File: config.mk
export PLATFORM = sky130hd
export DESIGN_NAME = ps2_key_decoder
export DESIGN_NICKNAME = d
export VERILOG_FILES = /design/src/rtl/ps2_pkg.sv /design/src/rtl/ps2_key_decoder_if.sv /design/src/rtl/ps2_key_decoder_core.sv /design/src/rtl/ps2_sync_edge.sv /design/src/rtl/ps2_key_decoder.sv
export SDC_FILE = /design/constraint.sdc
export NUM_CORES = 1
export LEC_CHECK = 0
export BUFFER_PORTS_ARGS = -buffer_cell sky130_fd_sc_hd__buf_2
export CAP_MARGIN = 20
export CORE_MARGIN = 4
export CORE_UTILIZATION = 29
export CTS_BUF_LIST = sky130_fd_sc_hd__clkbuf_4
export DETAILED_ROUTE_END_ITERATION = 8
export GPL_ROUTABILITY_DRIVEN = 0
export HOLD_SLACK_MARGIN = 0.15
export PLACE_DENSITY = 0.57
export SLEW_MARGIN = 15
export SYNTH_ARGS = -nofsm -noshare
export SYNTH_HDL_FRONTEND = slang
export SYNTH_SLANG_ARGS = --single-unit
File: constraint.sdc
create_clock -name CLOCK_50 -period 1.9 [get_ports CLOCK_50]
set_clock_uncertainty 0.05 [all_clocks]
set_input_delay 0.095 -clock CLOCK_50 [delete_from_list [all_inputs] [get_ports CLOCK_50]]
set_output_delay 0.095 -clock CLOCK_50 [all_outputs]
set_load 0.02 [all_outputs]
File: src/rtl/ps2_pkg.sv
// Shared PS/2 decoder types and constants: FSM states, scancodes, held-key bits, watchdog.
package ps2_pkg;

  typedef enum logic [1:0] {
    ST_IDLE,
    ST_DATA,
    ST_PARITY,
    ST_STOP
  } ps2_state_e;

  localparam logic [7:0] PFX_EXT  = 8'hE0;
  localparam logic [7:0] PFX_BRK  = 8'hF0;

  localparam logic [7:0] SC_UP    = 8'h75;
  localparam logic [7:0] SC_DOWN  = 8'h72;
  localparam logic [7:0] SC_LEFT  = 8'h6B;
  localparam logic [7:0] SC_RIGHT = 8'h74;
  localparam logic [7:0] SC_SPACE = 8'h29;

  localparam int HELD_W     = 5;
  localparam int HELD_UP    = 0;
  localparam int HELD_DOWN  = 1;
  localparam int HELD_LEFT  = 2;
  localparam int HELD_RIGHT = 3;
  localparam int HELD_SPACE = 4;

  localparam int WDOG_W = 13;
  localparam logic [WDOG_W-1:0] TIMEOUT_CYCLES = 13'd6000;

  // Arrows count only with the E0 prefix; space only without it.
  function automatic logic [HELD_W-1:0] held_mask(input logic [7:0] code, input logic ext);
    logic [HELD_W-1:0] m;
    m = '0;
    if (ext) begin
      case (code)
        SC_UP:    m[HELD_UP]    = 1'b1;
        SC_DOWN:  m[HELD_DOWN]  = 1'b1;
        SC_LEFT:  m[HELD_LEFT]  = 1'b1;
        SC_RIGHT: m[HELD_RIGHT] = 1'b1;
        default:  m = '0;
      endcase
    end else if (code == SC_SPACE) begin
      m[HELD_SPACE] = 1'b1;
    end
    return m;
  endfunction

endpackage

File: src/rtl/ps2_key_decoder_if.sv
// Decoded key-event bus: the decoder drives it (master), a consumer samples it (slave).
interface ps2_key_decoder_if;
  import ps2_pkg::*;

  logic [7:0]        key_code;
  logic              key_vld;
  logic              key_ext;
  logic              key_release;
  logic [HELD_W-1:0] keys_held;
  logic              frame_err;

  modport master (output key_code, key_vld, key_ext, key_release, keys_held, frame_err);
  modport slave  (input  key_code, key_vld, key_ext, key_release, keys_held, frame_err);
endinterface

File: src/rtl/ps2_key_decoder_core.sv
// Frame FSM, prefix tracking, held-key flags and watchdog; all outputs registered,
// so events and errors appear the cycle after the stop-bit edge is seen.
module ps2_key_decoder_core
  import ps2_pkg::*;
(
  input  logic clk,
  input  logic rst_n,
  input  logic ps2_fall,
  input  logic ps2_dat,
  ps2_key_decoder_if.master evt
);
  ps2_state_e        state_q, state_d;
  logic [7:0]        shift_q, shift_d;
  logic [2:0]        cnt_q, cnt_d;
  logic              par_ok_q, par_ok_d;
  logic [WDOG_W-1:0] wdog_q, wdog_d;
  logic              ext_q, ext_d, brk_q, brk_d;
  logic [7:0]        code_q, code_d;
  logic              kext_q, kext_d, krel_q, krel_d;
  logic              vld_q, vld_d, err_q, err_d;
  logic [HELD_W-1:0] held_q, held_d, mask;

  always_comb begin
    state_d  = state_q;
    shift_d  = shift_q;
    cnt_d    = cnt_q;
    par_ok_d = par_ok_q;
    wdog_d   = wdog_q;
    ext_d    = ext_q;
    brk_d    = brk_q;
    code_d   = code_q;
    kext_d   = kext_q;
    krel_d   = krel_q;
    vld_d    = 1'b0;
    err_d    = 1'b0;
    held_d   = held_q;
    mask     = held_mask(shift_q, ext_q);

    // An edge always wins over a simultaneous watchdog expiry.
    if (ps2_fall) begin
      wdog_d = '0;
      case (state_q)
        ST_IDLE: begin
          if (!ps2_dat) begin
            state_d = ST_DATA;
            cnt_d   = '0;
          end else begin
            err_d = 1'b1;
          end
        end
        ST_DATA: begin
          shift_d = {ps2_dat, shift_q[7:1]};
          cnt_d   = cnt_q + 3'd1;
          if (cnt_q == 3'd7) state_d = ST_PARITY;
        end
        ST_PARITY: begin
          par_ok_d = ^{shift_q, ps2_dat};
          state_d  = ST_STOP;
        end
        ST_STOP: begin
          state_d = ST_IDLE;
          if (ps2_dat && par_ok_q) begin
            if (shift_q == PFX_EXT) begin
              ext_d = 1'b1;
            end else if (shift_q == PFX_BRK) begin
              brk_d = 1'b1;
            end else begin
              code_d = shift_q;
              kext_d = ext_q;
              krel_d = brk_q;
              vld_d  = 1'b1;
              ext_d  = 1'b0;
              brk_d  = 1'b0;
              held_d = brk_q ? (held_q & ~mask) : (held_q | mask);
            end
          end else begin
            err_d = 1'b1;
            ext_d = 1'b0;
            brk_d = 1'b0;
          end
        end
        default: state_d = ST_IDLE;
      endcase
    end else if (state_q != ST_IDLE) begin
      if (wdog_q == TIMEOUT_CYCLES - 13'd1) begin
        state_d = ST_IDLE;
        wdog_d  = '0;
        err_d   = 1'b1;
        ext_d   = 1'b0;
        brk_d   = 1'b0;
      end else begin
        wdog_d = wdog_q + 13'd1;
      end
    end
  end

  always_ff @(posedge clk or negedge rst_n) begin
    if (!rst_n) begin
      state_q  <= ST_IDLE;
      shift_q  <= '0;
      cnt_q    <= '0;
      par_ok_q <= 1'b0;
      wdog_q   <= '0;
      ext_q    <= 1'b0;
      brk_q    <= 1'b0;
      code_q   <= '0;
      kext_q   <= 1'b0;
      krel_q   <= 1'b0;
      vld_q    <= 1'b0;
      err_q    <= 1'b0;
      held_q   <= '0;
    end else begin
      state_q  <= state_d;
      shift_q  <= shift_d;
      cnt_q    <= cnt_d;
      par_ok_q <= par_ok_d;
      wdog_q   <= wdog_d;
      ext_q    <= ext_d;
      brk_q    <= brk_d;
      code_q   <= code_d;
      kext_q   <= kext_d;
      krel_q   <= krel_d;
      vld_q    <= vld_d;
      err_q    <= err_d;
      held_q   <= held_d;
    end
  end

  assign evt.key_code    = code_q;
  assign evt.key_vld     = vld_q;
  assign evt.key_ext     = kext_q;
  assign evt.key_release = krel_q;
  assign evt.keys_held   = held_q;
  assign evt.frame_err   = err_q;
endmodule

File: src/rtl/ps2_sync_edge.sv
// Two-flop synchronizer with falling-edge detect; flops preset to 1 (idle bus) so reset
// release cannot look like an edge. fall is a one-cycle pulse, two cycles after the input drops.
module ps2_sync_edge (
  input  logic clk,
  input  logic rst_n,
  input  logic async_in,
  output logic sync_out,
  output logic fall
);
  logic meta_q, sync_q, prev_q;

  always_ff @(posedge clk or negedge rst_n) begin
    if (!rst_n) begin
      meta_q <= 1'b1;
      sync_q <= 1'b1;
      prev_q <= 1'b1;
    end else begin
      meta_q <= async_in;
      sync_q <= meta_q;
      prev_q <= sync_q;
    end
  end

  assign sync_out = sync_q;
  assign fall     = prev_q & ~sync_q;
endmodule

File: src/rtl/ps2_key_decoder.sv
// PS/2 keyboard decoder top: synchronizes the raw lines and exposes decoded key events.
// KEY_VALID / FRAME_ERR pulse one cycle after the stop-bit edge; no backpressure (fire and forget).
module ps2_key_decoder
  import ps2_pkg::*;
(
  input  logic              CLOCK_50,
  input  logic              RESET,
  input  logic              PS2_CLK,
  input  logic              PS2_DAT,
  output logic [7:0]        KEY_CODE,
  output logic              KEY_VALID,
  output logic              KEY_EXT,
  output logic              KEY_RELEASE,
  output logic [HELD_W-1:0] KEYS_HELD,
  output logic              FRAME_ERR
);
  logic ps2_clk_fall, ps2_clk_sync_unused;
  logic ps2_dat_sync, ps2_dat_fall_unused;

  ps2_sync_edge u_clk_sync (
    .clk      (CLOCK_50),
    .rst_n    (RESET),
    .async_in (PS2_CLK),
    .sync_out (ps2_clk_sync_unused),
    .fall     (ps2_clk_fall)
  );

  ps2_sync_edge u_dat_sync (
    .clk      (CLOCK_50),
    .rst_n    (RESET),
    .async_in (PS2_DAT),
    .sync_out (ps2_dat_sync),
    .fall     (ps2_dat_fall_unused)
  );

  ps2_key_decoder_if evt_if ();

  ps2_key_decoder_core u_core (
    .clk      (CLOCK_50),
    .rst_n    (RESET),
    .ps2_fall (ps2_clk_fall),
    .ps2_dat  (ps2_dat_sync),
    .evt      (evt_if.master)
  );

  assign KEY_CODE    = evt_if.key_code;
  assign KEY_VALID   = evt_if.key_vld;
  assign KEY_EXT     = evt_if.key_ext;
  assign KEY_RELEASE = evt_if.key_release;
  assign KEYS_HELD   = evt_if.keys_held;
  assign FRAME_ERR   = evt_if.frame_err;
endmodule

Word-level counts from Yosys, hierarchy flattened:

Cells that the tools add are included.

* multipliers: 0
* mux-type cells: 42
* bitwise gates (word level): 7
* equal/unequal tests: 18
* add/subtract/negate cells: 2
* divide/modulo/power cells: 0
* $lt $le $gt $ge: 0
* reductions and logical operators: 14
* shift-type cells: 0

Operator list (number)
* $mux 13: 3
* $eq 8x7->1 const B: 4
* $mux 1: 28
* $eq 8x8->1 const B: 2
* $add 13x1->13 const B: 1
* $eq 13x13->1 const B: 1
* $reduce_and 4->1: 3
* $mux 2: 5
* $reduce_xor 9->1: 1
* $eq 8x6->1 const B: 1
* $pmux 2 s4: 1
* $reduce_bool 2->1: 4
* $ne 3x3->1 const B: 2
* $pmux 3 s2: 1
* $and 5x5->5: 1
* $mux 5: 1
* $not 5->5: 1
* $or 5x5->5: 1
* $reduce_and 5->1: 1
* $eq 2x2->1 const B: 2
* $mux 4: 1
* $ne 4x4->1 const B: 1
* $reduce_and 2->1: 2
* $add 3x1->3 const B: 1
* 12 further kinds: 14

* ROM bits: 0
* word-level logic and storage cells: 101
* bits in latches: 0
* input port bits: 4
* memory bits (writable): 0
* memories: 0
* register bits after elaboration: 51
* output and inout bits: 17

Depth between registers and ports, before layout:

Gate-level depths: netlist (run 1).

* depth after elaboration: 6
* gate-level depth with buffers: 8
* depth with buffers taken out: 6

Cells and area by module:

Synthesis (run 1) repeated with hierarchy kept, for this count alone.

* cells, all modules: 225
* area, all modules: 2512.4 µm²

By module, submodules not included
* ps2_key_decoder_core: cells an instance 217, area an instance 2327.2 µm², instances 1
* ps2_sync_edge: cells an instance 4, area an instance 92.6 µm², instances 2

Worst setup path before layout (run 1):

No wires, ideal clock.

* path kind: reg2reg
* start point: register u_core.wdog_q[4]
* end point: register u_core.state_q[1]
* stages on the path, launching flop included: 6
* library setup time: 132 ps
* slack: -28 ps
* data arrival time: 1747 ps
* data required time: 1718 ps
* cell sequence: dfrtp_1 or4b_1 or4_1 clkbuf_2 o311ai_1 o21ai_1

* word-level cells in the longest chain between the ends: 3

RTL lines
* start, declared: RTL line ps2_key_decoder_core.sv:16 `logic [WDOG_W-1:0] wdog_q, wdog_d;`
* start signal, assigned: RTL line ps2_key_decoder_core.sv:117 `wdog_q <= wdog_d;`
* $eq 13x13->1: RTL line ps2_key_decoder_core.sv:85 `if (wdog_q == TIMEOUT_CYCLES - 13'd1) begin`
* $reduce_bool 2->1 (no source line)
* $reduce_and 4->1 (no source line)
* end signal, assigned: RTL line ps2_key_decoder_core.sv:113 `state_q <= state_d;`
* end, declared: RTL line ps2_key_decoder_core.sv:12 `ps2_state_e state_q, state_d;`

No other way between the ends.
A chain may end at the register's enable or synchronous reset.

Worst setup path after layout (run 1):

* start point: register u_core.wdog_q[7]
* end point: register u_core.wdog_q[9]

* word-level cells in the longest chain between the ends: 4
* elaborated cells on any way between the ends: 5

RTL lines
* $add 13x1->13 / $eq 13x13->1 (equally long branches): RTL line ps2_key_decoder_core.sv:92, ps2_key_decoder_core.sv:85
* $mux 13 *: RTL line ps2_key_decoder_core.sv:85
* $mux 13 *: RTL line ps2_key_decoder_core.sv:84 `end else if (state_q != ST_IDLE) begin`
* $mux 13 *: RTL line ps2_key_decoder_core.sv:40 `if (ps2_fall) begin`

Every way passes the cells marked *; elsewhere a longest branch is shown, timed or not. The select of a mux whose other input is x is not followed.

==> summary.md, run 1 <==
| Metric | Value |
|---|---|
| Max-cap violations | 0 |
| Mapped cell area | 2430 µm² |
| Layout cells sized above 1 | 34.1% |
| Top Layer Used | met4 |
| Tot GR Track Use | 10.7% |
| Sequential power share | a little over two fifths |
| Critical Path End | u_core.wdog_q[9]$_DFFE_PN0P_ |
| Initial core utilization | approximately 30% |
| Worst skew pair latency | about 0.38 ns |
| Final Max Tran Viols | 0 |
| Cell count after synthesis | 219 |
| Die area | 9920 µm² |
| Clock-pin slew on the worst setup and hold paths | 0.15 ns |
| Count of cell types in the netlist | 46 |
| Post-route clock period utilization | roughly 99% |
| Post-synth top flop | dfrtp_1 |
| Number of global-route vias before repair | roughly 1800 |
| Status | finished clean |
| Worst vdd ir | 0.000325 V |
| CTS tree | done |
| Antenna violations before repair | 0 |
| Die Y-Extent | between 90 and 100 µm |
| Sequential share of the synthesized area | 52.7% |
| Final Cell Area | around 3100 µm² |
| Initial DRC count | a little under 100 |
| Cell with the most instances after synthesis | dfrtp_1 |
| Diode count | 0 |
| Syn_nets | 230 |
| Core Area | 8180 µm² |
| Row Count | 33 |
| Max_slew headroom | 66.6% |
| Sw power | 1.11 mW |
| Num CTS Buffers | 5 |
| Vias | 1807 |
| Met2 WL | 2350 µm |
| Final hold vios | 0 |
| Comb pwr share | 37.4% |
| Setup crit start | u_core.wdog_q[7]$_DFFE_PN0P_ |
| Reg2reg end | u_core.wdog_q[9]$_DFFE_PN0P_ |
| Largest net degree at the start of global routing | 32 |
| CP delay by family, top | simple AND/OR/NAND/NOR gates |
| Initial DRT Pass Iterations | 4 |
| Reg2Reg Depth | 5 |
| Reg-to-reg startpoint | u_core.wdog_q[7]$_DFFE_PN0P_ |
| Crit path max-delay cell type | or4b_4 |
| DP Area | 2840 µm² |
| Clock period minus worst slack | roughly 1.9 ns |
| Crit path capture type | flop |
| Final setup fails | 0 |
| Yosys warns | 0 |
| Asr flop ratio synth | 100% |
| Vias per cell | 4.78 |
| CTS max path bufs | 2 |
| Met3 WL | 107 µm |
| DRC viols | 0 |
| Cell leakage power | 1.43 nW |
| Worst-margin pin slew | 0.488 ns |
| Max Clk Rate | 530 MHz |
| Number of buffers inserted by port buffering | 20 |
| Seq cells post-synth | 51 |
| Worst path max stage delay | 0.54 ns |
| Post-DP HPWL | 3490 µm |
| RSZ-0062 raised after global routing | yes |
| R2R setup slack | 0.01 ns |
| PwrDens | approximately 1100 nW/µm² |
| Synthesized area per cell | between 10 and 15 µm² |
| Post-synth EDFFs | 0 |
| Grt total ovfl | 0 |
| Critical path type | flop to flop |
| Io pins | 21 |
| Setup_tns | 0 ns |
| Largest cells by area after synthesis | dfrtp_1 (47%), mux2_2 (7.9%), dfstp_2 (5.4%) |
| Startpoint Class | flop |
| Synth area leader | dfrtp_1 |
| Area Overhead vs Synth | 26.8% |
| CP arrival | around 2.1 ns |
| M1 WL | 2470 µm |
| WL/cell | roughly 13 µm |
| Post-synth top cells | dfrtp_1 (46), nand2_1 (18), mux2_2 (17) |
| First-pass GRT wire length | 8700 µm |
| H-Tree Level Count | 2 |
| Req. time, crit path | between 2 and 2.5 ns |
| Drt total wl | 5010 µm |
| Final Net Count | between 200 and 300 |
| Worst path cell trace | or4b_4 > or4_4 > buf_6 > a31oi_4 > a21oi_1 |
| Pint | 2.17 mW |
| Antenna viol nets, final | 0 |
| CTS Root Cell | clkbuf_4 |
| Clk pwr share | 19.3% |
| Top cell type's share of synthesized area | 47.3% |
| Worst hold path type | primary input to flop |
| Clk sinks | 51 |
| Worst Path Max Fanout | 5 |
| Die W | between 90 and 100 µm |
| Worst Path Buf+Inv | 1 |
| Stages on worst setup path | 5 |
| Sw Ratio | 33.9% |
## area by class of cell
| cell class | count | area (µm²) |
|---|---|---|
| Multi-Input combinational cell | 148 | 1140 |
| Inverter | 11 | 41.3 |
| Sequential cell | 51 | 1280 |
| Tap cell | 105 | 131 |
| Clock buffer | 5 | 37.5 |
| Timing Repair Buffer | 55 | 407 |
| Fill cell | 812 | 5090 |
| Clock inverter | 3 | 42.5 |
## metal layers
metal	global-route usage, %	vias to the layer above
met3	1.75	7
met2	16.5	18
li1	-	895
met4	3.78	0
met5	0	-
met1	15.1	887
## placed cells by master, fill, tap and decap left out, drive strengths merged, types with 2 or more instances in the layout
master / n
dfstp: 5
nor4: 4
nand4: 4
nand2: 18
o31ai: 4
inv: 12
a31oi: 3
a32o: 2
a211oi: 2
mux2i: 3
xnor2: 11
buf: 50
or3: 3
dfrtp: 46
a2111oi: 3
xor2: 3
ha: 7
nand2b: 3
o21ai: 5
mux2: 17
nor3: 2
clkbuf: 5
dlygate4sd3: 4
a21oi: 7
nand3: 12
o41ai: 3
o311ai: 2
nor2: 15
## registers in the layout (all words and copies together), names as in the netlist, 2 cells and up, named ones only
name and flops:
u_core.evt.key_code 8, u_core.wdog_q 13, u_core.state_q 2, u_core.shift_q 8
u_core.cnt_q 3
## power groups by stage
stage               Clock [mW]  Combinational (mW)  Sequential, mW
global route             0.710                1.38            1.45
global placement             0                1.13            1.44
detailed placement           0                1.14            1.44
floorplan                    0               0.748            1.46
finish                   0.635                1.23            1.42
CTS                      0.661                1.15            1.42
## kinds of logic after synthesis
group	share of synthesized area, %
AND/OR/NAND/NOR	14.0
flip-flops	52.7
AO/OA/AOI/OAI	11.0
buffers and inverters	3.60
multiplexers	9.10
XOR/XNOR	5.96
adder cells (fa/ha/maj)	3.60
## through the flow
step / total power [mW] / hold WS (ns) / std cells / worst slack, ns / util (%)
after detailed placement: 2.58 / 0.0335 / 360 / -0.0211 / 34.7
final: 3.28 / 0.293 / 378 / 0.0126 / 37.7
after floorplan: 2.21 / -0.251 / 219 / -0.0186 / -
after global routing: 3.53 / 0.268 / 378 / -0.0483 / 37.7
after CTS: 3.23 / 0.277 / 373 / 0.0225 / 36.5
after global placement: 2.57 / 0.0326 / 360 / -0.0321 / 34.7
## how the worst min path moves through the flow
| stage | startpoint | to | depth (start not counted) |
|---|---|---|---|
| finish | PS2_DAT | u_dat_sync.meta_q$_DFF_PN1_ | 2 |
| global route | PS2_DAT | u_dat_sync.meta_q$_DFF_PN1_ | 2 |
| CTS | PS2_DAT | u_dat_sync.meta_q$_DFF_PN1_ | 2 |
| detailed placement | RESET | u_core.evt.key_release$_DFFE_PN0P_ | 1 |
| global placement | RESET | u_core.evt.key_release$_DFFE_PN0P_ | 1 |
| floorplan | RESET | async pin | 0 |
## repair_timing
action / CTS / global route
cloned: 0 / 0
setup endpoints to repair: 14 / 40
hold buffers: 5 / 0
resized for setup: 2 / 15
pin swaps: 0 / 3
endpoints found under the hold margin: 51 / 0
buffers inserted: 0 / 5
No activity file was read; power rests on OpenSTA's default activity.
==> run 2: changes to the inputs <==
- ABC_CLOCK_PERIOD_IN_PS: unset -> 1900
- CORE_MARGIN: 4 -> unset
==> summary.md, run 2 (same netlist as run 1, synthesis figures left out) <==
| Metric | Value |
|---|---|
| Status | finished clean |
| Initial core utilization | 29.8% (unchanged) |
| Clock period minus worst slack | 1.89 ns (-0.00101 ns) |
| Largest net degree at the start of global routing | 32 (unchanged) |
| Max reg flops | 13 (unchanged) |
| Worst vdd ir | 0.000393 V (+21%) |
| H-Tree Level Count | 2 (unchanged) |
| Grt total ovfl | 0 (unchanged) |
| Die area | 8760 µm² (-12%) |
| Worst Path Max Fanout | 3 (-2) |
| Final hold vios | 0 (unchanged) |
| Fillers | 823 (+1.4%) |
| Post-DP HPWL | 3530 µm (+0.93%) |
| DRC viols | 0 (unchanged) |
| CTS tree | done |
| Initial DRC count | 70 (-28%) |
| Layout cells sized above 1 | 31.4% (-2.7 points) |
| Hold_ws | 0.299 ns (+0.00603 ns) |
| Clock-pin slew on the worst setup and hold paths | 0.16 ns (about the same) |
| Tot GR Track Use | 12.3% (+1.6 points) |
| Row Count | 33 (unchanged) |
| CTS Root Cell | clkbuf_4 |
| Antenna violations before repair | 0 (unchanged) |
| Max_slew headroom | 66.8% (+0.21 points) |
| Critical path type | flop to flop |
| Final Cell Area | 3030 µm² (-1.7%) |
| Drt total wl | 4870 µm (-2.6%) |
| Final Net Count | 281 (-0.71%) |
| Vias per cell | 4.77 (-0.25%) |
| Core Area | 8180 µm² (unchanged) |
| Final setup fails | 0 (unchanged) |
| Post-route clock period utilization | 99.3% (about the same) |
| Final Max Tran Viols | 0 (unchanged) |
| Worst hold path type | primary input to flop |
| DP Area | 2840 µm² (unchanged) |
| PwrDens | 1070 nW/µm² (+0.24%) |
| Area Overhead vs Synth | 24.7% |
| Met1 Resource Use GR | 17.1% (+2.0 points) |
| Initial DRT Pass Iterations | 4 (unchanged) |
| Most frequent cells in the layout | dfrtp_1 (46), buf_4 (25), buf_2 (20) |
| Die Y-Extent | 93.6 µm (-6.0%) |
| Worst path max stage delay | 0.53 ns (about the same) |
| RSZ-0062 raised after global routing | yes |
| Crit path max-delay cell type | or4b_4 |
| Worst path cell trace | or4b_4 > or4_4 > o311ai_2 > o21ai_1 |
| First-pass GRT wire length | 8620 µm (-0.94%) |
| Total power | 3.24 mW (-1.4%) |
| Req. time, crit path | 2.11 ns (-0.02 ns) |
| Startpoint Class | flop |
| Cell leakage power | 1.41 nW (-1.5%) |
| Crit path capture type | flop |
| Worst-margin pin slew | 0.485 ns (-0.00312 ns) |
| Largest reg by FF count | u_core.wdog_q |
| Antenna viol nets, final | 0 (unchanged) |
| Worst skew pair latency | 0.37 ns (about the same) |
| CP delay by family, top | simple AND/OR/NAND/NOR gates |
| CTS max path bufs | 2 (unchanged) |
| DP Cell Count | 360 (unchanged) |
| Max-cap violations | 0 (unchanged) |
| Commonest non-fill, non-tap cell in the layout | dfrtp_1 |
| Num CTS Buffers | 5 (unchanged) |
| Vias | 1793 (-0.77%) |
| CP arrival | 2.09 ns (-0.03 ns) |
| WL/cell | 13.0 µm (-2.1%) |
| Number of buffers inserted by port buffering | 20 (unchanged) |
| Clk sinks | 51 (unchanged) |
| Layout Cells excl Fill | 376 (-0.53%) |
| Worst Path Buf+Inv | 0 (-1) |
| Die W | 93.6 µm (-6.0%) |
| Met3 usage | 1.71% (-0.046 points) |
| Number of global-route vias before repair | 1792 (+1.7%) |
| Grt peak-use layer | met2 |
| Met2 Usage GRT | 19.5% (+3.0 points) |
| Diode count | 0 (unchanged) |
| Io pins | 21 (unchanged) |
| Max Clk Rate | 530 MHz (about the same) |
==> run 2: worst paths after layout <==
kind                                                           end                          from  cells past startpoint  slack, ns
worst min register to register       u_dat_sync.sync_out$_DFF_PN1_   u_dat_sync.meta_q$_DFF_PN1_                      0       0.32
worst max register to register       u_core.state_q[1]$_DFFE_PN0P_  u_core.wdog_q[7]$_DFFE_PN0P_                      4       0.01
worst min-delay path                   u_dat_sync.meta_q$_DFF_PN1_                       PS2_DAT                      2       0.30
max in group asynchronous       u_core.evt.key_release$_DFFE_PN0P_                         RESET                      4       0.26
min in group asynchronous                                async pin                         RESET                      3       0.70
worst max-delay path                 u_core.state_q[1]$_DFFE_PN0P_  u_core.wdog_q[7]$_DFFE_PN0P_                      4       0.01
==> run 2: what timing repair did <==
action,CTS,global route
setup endpoints to repair,14,18
hold buffers,5,0
buffers inserted,0,3
pin swaps,0,1
gates resized for setup,2,5
endpoints found under the hold margin,51,0
==> run 2: where the power goes <==
group	leakage, nW	internal [mW]	switching [mW]	total, mW
Combinational	0.694	0.593	0.583	1.18
Clock	0.0418	0.282	0.355	0.636
Sequential	0.673	1.27	0.159	1.42
==> run 2: per-stage QoR <==
stage / worst slack [ns] / TNS [ns] / util (%)
2_1_floorplan: -0.0186 / -0.0186 / -
3_3_place_gp: -0.0431 / -0.435 / 34.7
3_5_place_dp: -0.0554 / -0.586 / 34.7
4_1_cts: 0.00201 / 0 / 36.5
5_1_grt: -0.0770 / -0.282 / 37.1
6_report: 0.0136 / 0 / 37.1
==> run 2: final cells by class <==
type                            count  area (µm²)  area share, %
Inverter                           11        41.3           1.36
Sequential cell                    51        1280           42.3
Clock buffer                        5        37.5           1.24
Timing Repair Buffer               53         389           12.8
Tap cell                          105         131           4.33
Multi-Input combinational cell    148        1110           36.5
Clock inverter                      3        46.3           1.53
==> run 2: layer usage <==
| layer | wire length (µm) | up-vias |
|---|---|---|
| met1 | 2470 | 867 |
| met2 | 2200 | 27 |
| met5 | 0 | - |
| met3 | 112 | 8 |
| li1 | - | 891 |
| met4 | 91 | 0 |
==> run 3: changes to the inputs <==
==> constraint.sdc (replaced) <==
create_clock -name CLOCK_50 -period 1.9 [get_ports CLOCK_50]
set_clock_uncertainty 0.05 [all_clocks]
set_input_delay 0.19 -clock CLOCK_50 [delete_from_list [all_inputs] [get_ports CLOCK_50]]
set_output_delay 0.19 -clock CLOCK_50 [all_outputs]
set_load 0.02 [all_outputs]
==> summary.md, run 3 (same netlist as run 1, synthesis figures left out) <==
| Metric | Value |
|---|---|
| Status | finished clean |
| RSZ-0062 raised after global routing | yes |
| Antenna violations before repair | 0 (unchanged) |
| Max Clk Rate | 530 MHz (unchanged) |
| Vias per cell | 4.77 (about the same) |
| WL/cell | 13.0 µm (about the same) |
| PwrDens | 1070 nW/µm² (+0.55%) |
| H-Tree Level Count | 2 (unchanged) |
| Clock-pin slew on the worst setup and hold paths | 0.14 ns (-0.02 ns) |
| Reg-to-reg startpoint | u_core.wdog_q[7]$_DFFE_PN0P_ |
| Tot GR Track Use | 12.2% (-0.035 points) |
| Initial core utilization | 29.8% (unchanged) |
| Die W | 93.6 µm (unchanged) |
| Hold_ws | 0.244 ns (-0.0555 ns) |
| Cell leakage power | 1.40 nW (-0.59%) |
| Pint | 2.14 mW (-0.12%) |
| Clk sinks | 51 (unchanged) |
| Worst path cell trace | or4b_4 > or4_4 > o311ai_2 > o21ai_1 |
| First-pass GRT wire length | 8590 µm (-0.32%) |
| Worst skew pair latency | 0.37 ns (about the same) |
| Die Y-Extent | 93.6 µm (unchanged) |
| Comb pwr share | 36.2% (about the same) |
| Max reg flops | 13 (unchanged) |
| Startpoint Class | flop |
| CTS tree | done |
| Worst Path Buf+Inv | 0 (unchanged) |
| Max_slew headroom | 66.6% (-0.25 points) |
| Reg2Reg Depth | 4 (unchanged) |
| CP delay by family, top | simple AND/OR/NAND/NOR gates |
| Io pins | 21 (unchanged) |
| Number of global-route vias before repair | 1779 (-0.73%) |
| Sw power | 1.10 mW (about the same) |
| Req. time, crit path | 2.11 ns (about the same) |
| Sequential power share | 44.1% (about the same) |
| Commonest non-fill, non-tap cell in the layout | dfrtp_1 |
| Worst-margin pin slew | 0.489 ns (+0.00368 ns) |
| Area Overhead vs Synth | 23.9% |
| Largest reg by FF count | u_core.wdog_q |
| Layout Cells excl Fill | 374 (-0.53%) |
| Vias | 1783 (-0.56%) |
| Number of buffers inserted by port buffering | 20 (unchanged) |
| Post-route clock period utilization | 99.3% (about the same) |
| Critical path type | flop to flop |
| Sw Ratio | 33.9% (about the same) |
| R2R setup slack | 0.01 ns (about the same) |
| DRC viols | 0 (unchanged) |
| DP Area | 2840 µm² (unchanged) |
| Worst path max stage delay | 0.53 ns (about the same) |
| CP arrival | 2.09 ns (about the same) |
| Final Cell Area | 3010 µm² (-0.66%) |
| Drt total wl | 4850 µm (-0.59%) |
| End-of-flow core utilization | 36.9% (-0.24 points) |
| Clock period minus worst slack | 1.89 ns (+0.000000500 ns) |
| Diode count | 0 (unchanged) |
| CTS Root Cell | clkbuf_4 |
| Num CTS Buffers | 5 (unchanged) |
| Layout cells sized above 1 | 31.6% (+0.23 points) |
| Die area | 8760 µm² (unchanged) |
| Initial DRC count | 71 (+1.4%) |
| Crit path capture type | flop |
| Worst hold path type | primary input to async pin |
| CTS max path bufs | 2 (unchanged) |
| Final hold vios | 0 (unchanged) |
| Final Max Tran Viols | 0 (unchanged) |
| Core Area | 8180 µm² (unchanged) |
| Post-DP HPWL | 3530 µm (unchanged) |
| Antenna viol nets, final | 0 (unchanged) |
| DP Cell Count | 360 (unchanged) |
| Crit path max-delay cell type | or4b_4 |
| Row Count | 33 (unchanged) |
| Most frequent cells in the layout | dfrtp_1 (46), buf_4 (25), buf_2 (20) |
| Reg2reg end | u_core.state_q[1]$_DFFE_PN0P_ |
| Clk pwr share | 19.7% (about the same) |
| Grt total ovfl | 0 (unchanged) |
| Total power | 3.23 mW (-0.11%) |
| Initial DRT Pass Iterations | 4 (unchanged) |
| Worst vdd ir | 0.000392 V (about the same) |
| Final Net Count | 279 (-0.71%) |
| Final setup fails | 0 (unchanged) |
| Largest net degree at the start of global routing | 32 (unchanged) |
| Worst Path Max Fanout | 3 (unchanged) |
| Max-cap violations | 0 (unchanged) |
[run 3: final cells by class]
cell class | instances | area, µm²
clock buffer | 5 | 37.5
inverter | 11 | 41.3
multi-input combinational | 148 | 1110
sequential | 51 | 1280
timing repair buffer | 51 | 369
fill | 825 | 5160
clock inverter | 3 | 46.3
tap | 105 | 131
[run 3: timing repair]
action,4_1_cts,5_1_grt
pin swaps,0,1
hold buffers,3,0
buffers inserted,0,3
endpoints found under the setup margin,14,18
resized for setup,2,5
hold endpoints to repair,51,0
cloned,0,0
[run 3: metrics by stage]
stage                     setup WS [ns]  TNS, ns
after floorplan                 -0.0186  -0.0186
after global placement          -0.0431   -0.435
after detailed placement        -0.0554   -0.586
after CTS                       0.00201        0
after global routing            -0.0770   -0.282
final                            0.0136        0
[run 3: how the worst max path moves through the flow]
stage                                    endpoint  cells past startpoint  slack [ns]                           from
floorplan           u_core.state_q[1]$_DFFE_PN0P_                      5       -0.02   u_core.wdog_q[7]$_DFFE_PN0P_
global placement     u_core.wdog_q[7]$_DFFE_PN0P_                      5       -0.04   u_core.wdog_q[7]$_DFFE_PN0P_
detailed placement   u_core.wdog_q[0]$_DFFE_PN0P_                      5       -0.06   u_core.wdog_q[7]$_DFFE_PN0P_
CTS                                          flop                      5       0.002  u_core.state_q[1]$_DFFE_PN0P_
global route        u_core.state_q[1]$_DFFE_PN0P_                      4       -0.08   u_core.wdog_q[7]$_DFFE_PN0P_
finish              u_core.state_q[1]$_DFFE_PN0P_                      4        0.01   u_core.wdog_q[7]$_DFFE_PN0P_
[run 3: worst reg2reg max path, stage by stage, from the launching register on]
cell and delay, ns:
dfrtp_1 0.40, or4b_4 0.53, or4_4 0.45, o311ai_2 0.25, o21ai_1 0.10
[run 3: power groups by stage]
stage	sequential [mW]	combinational, mW	clock, mW
floorplan	1.46	0.748	0
global placement	1.44	1.13	0
detailed placement	1.44	1.14	0
CTS	1.42	1.15	0.672
global route	1.45	1.30	0.711
finish	1.42	1.17	0.636
[run 3: per-layer routing]
metal / vias to the layer above / share of wire [%] / global-route usage, %
li1: 885 / - / -
met1: 863 / 51 / 17.1
met2: 27 / 45 / 19.4
met3: 8 / 2.3 / 1.71
met4: 0 / 1.9 / 4.23
met5: - / 0 / 0
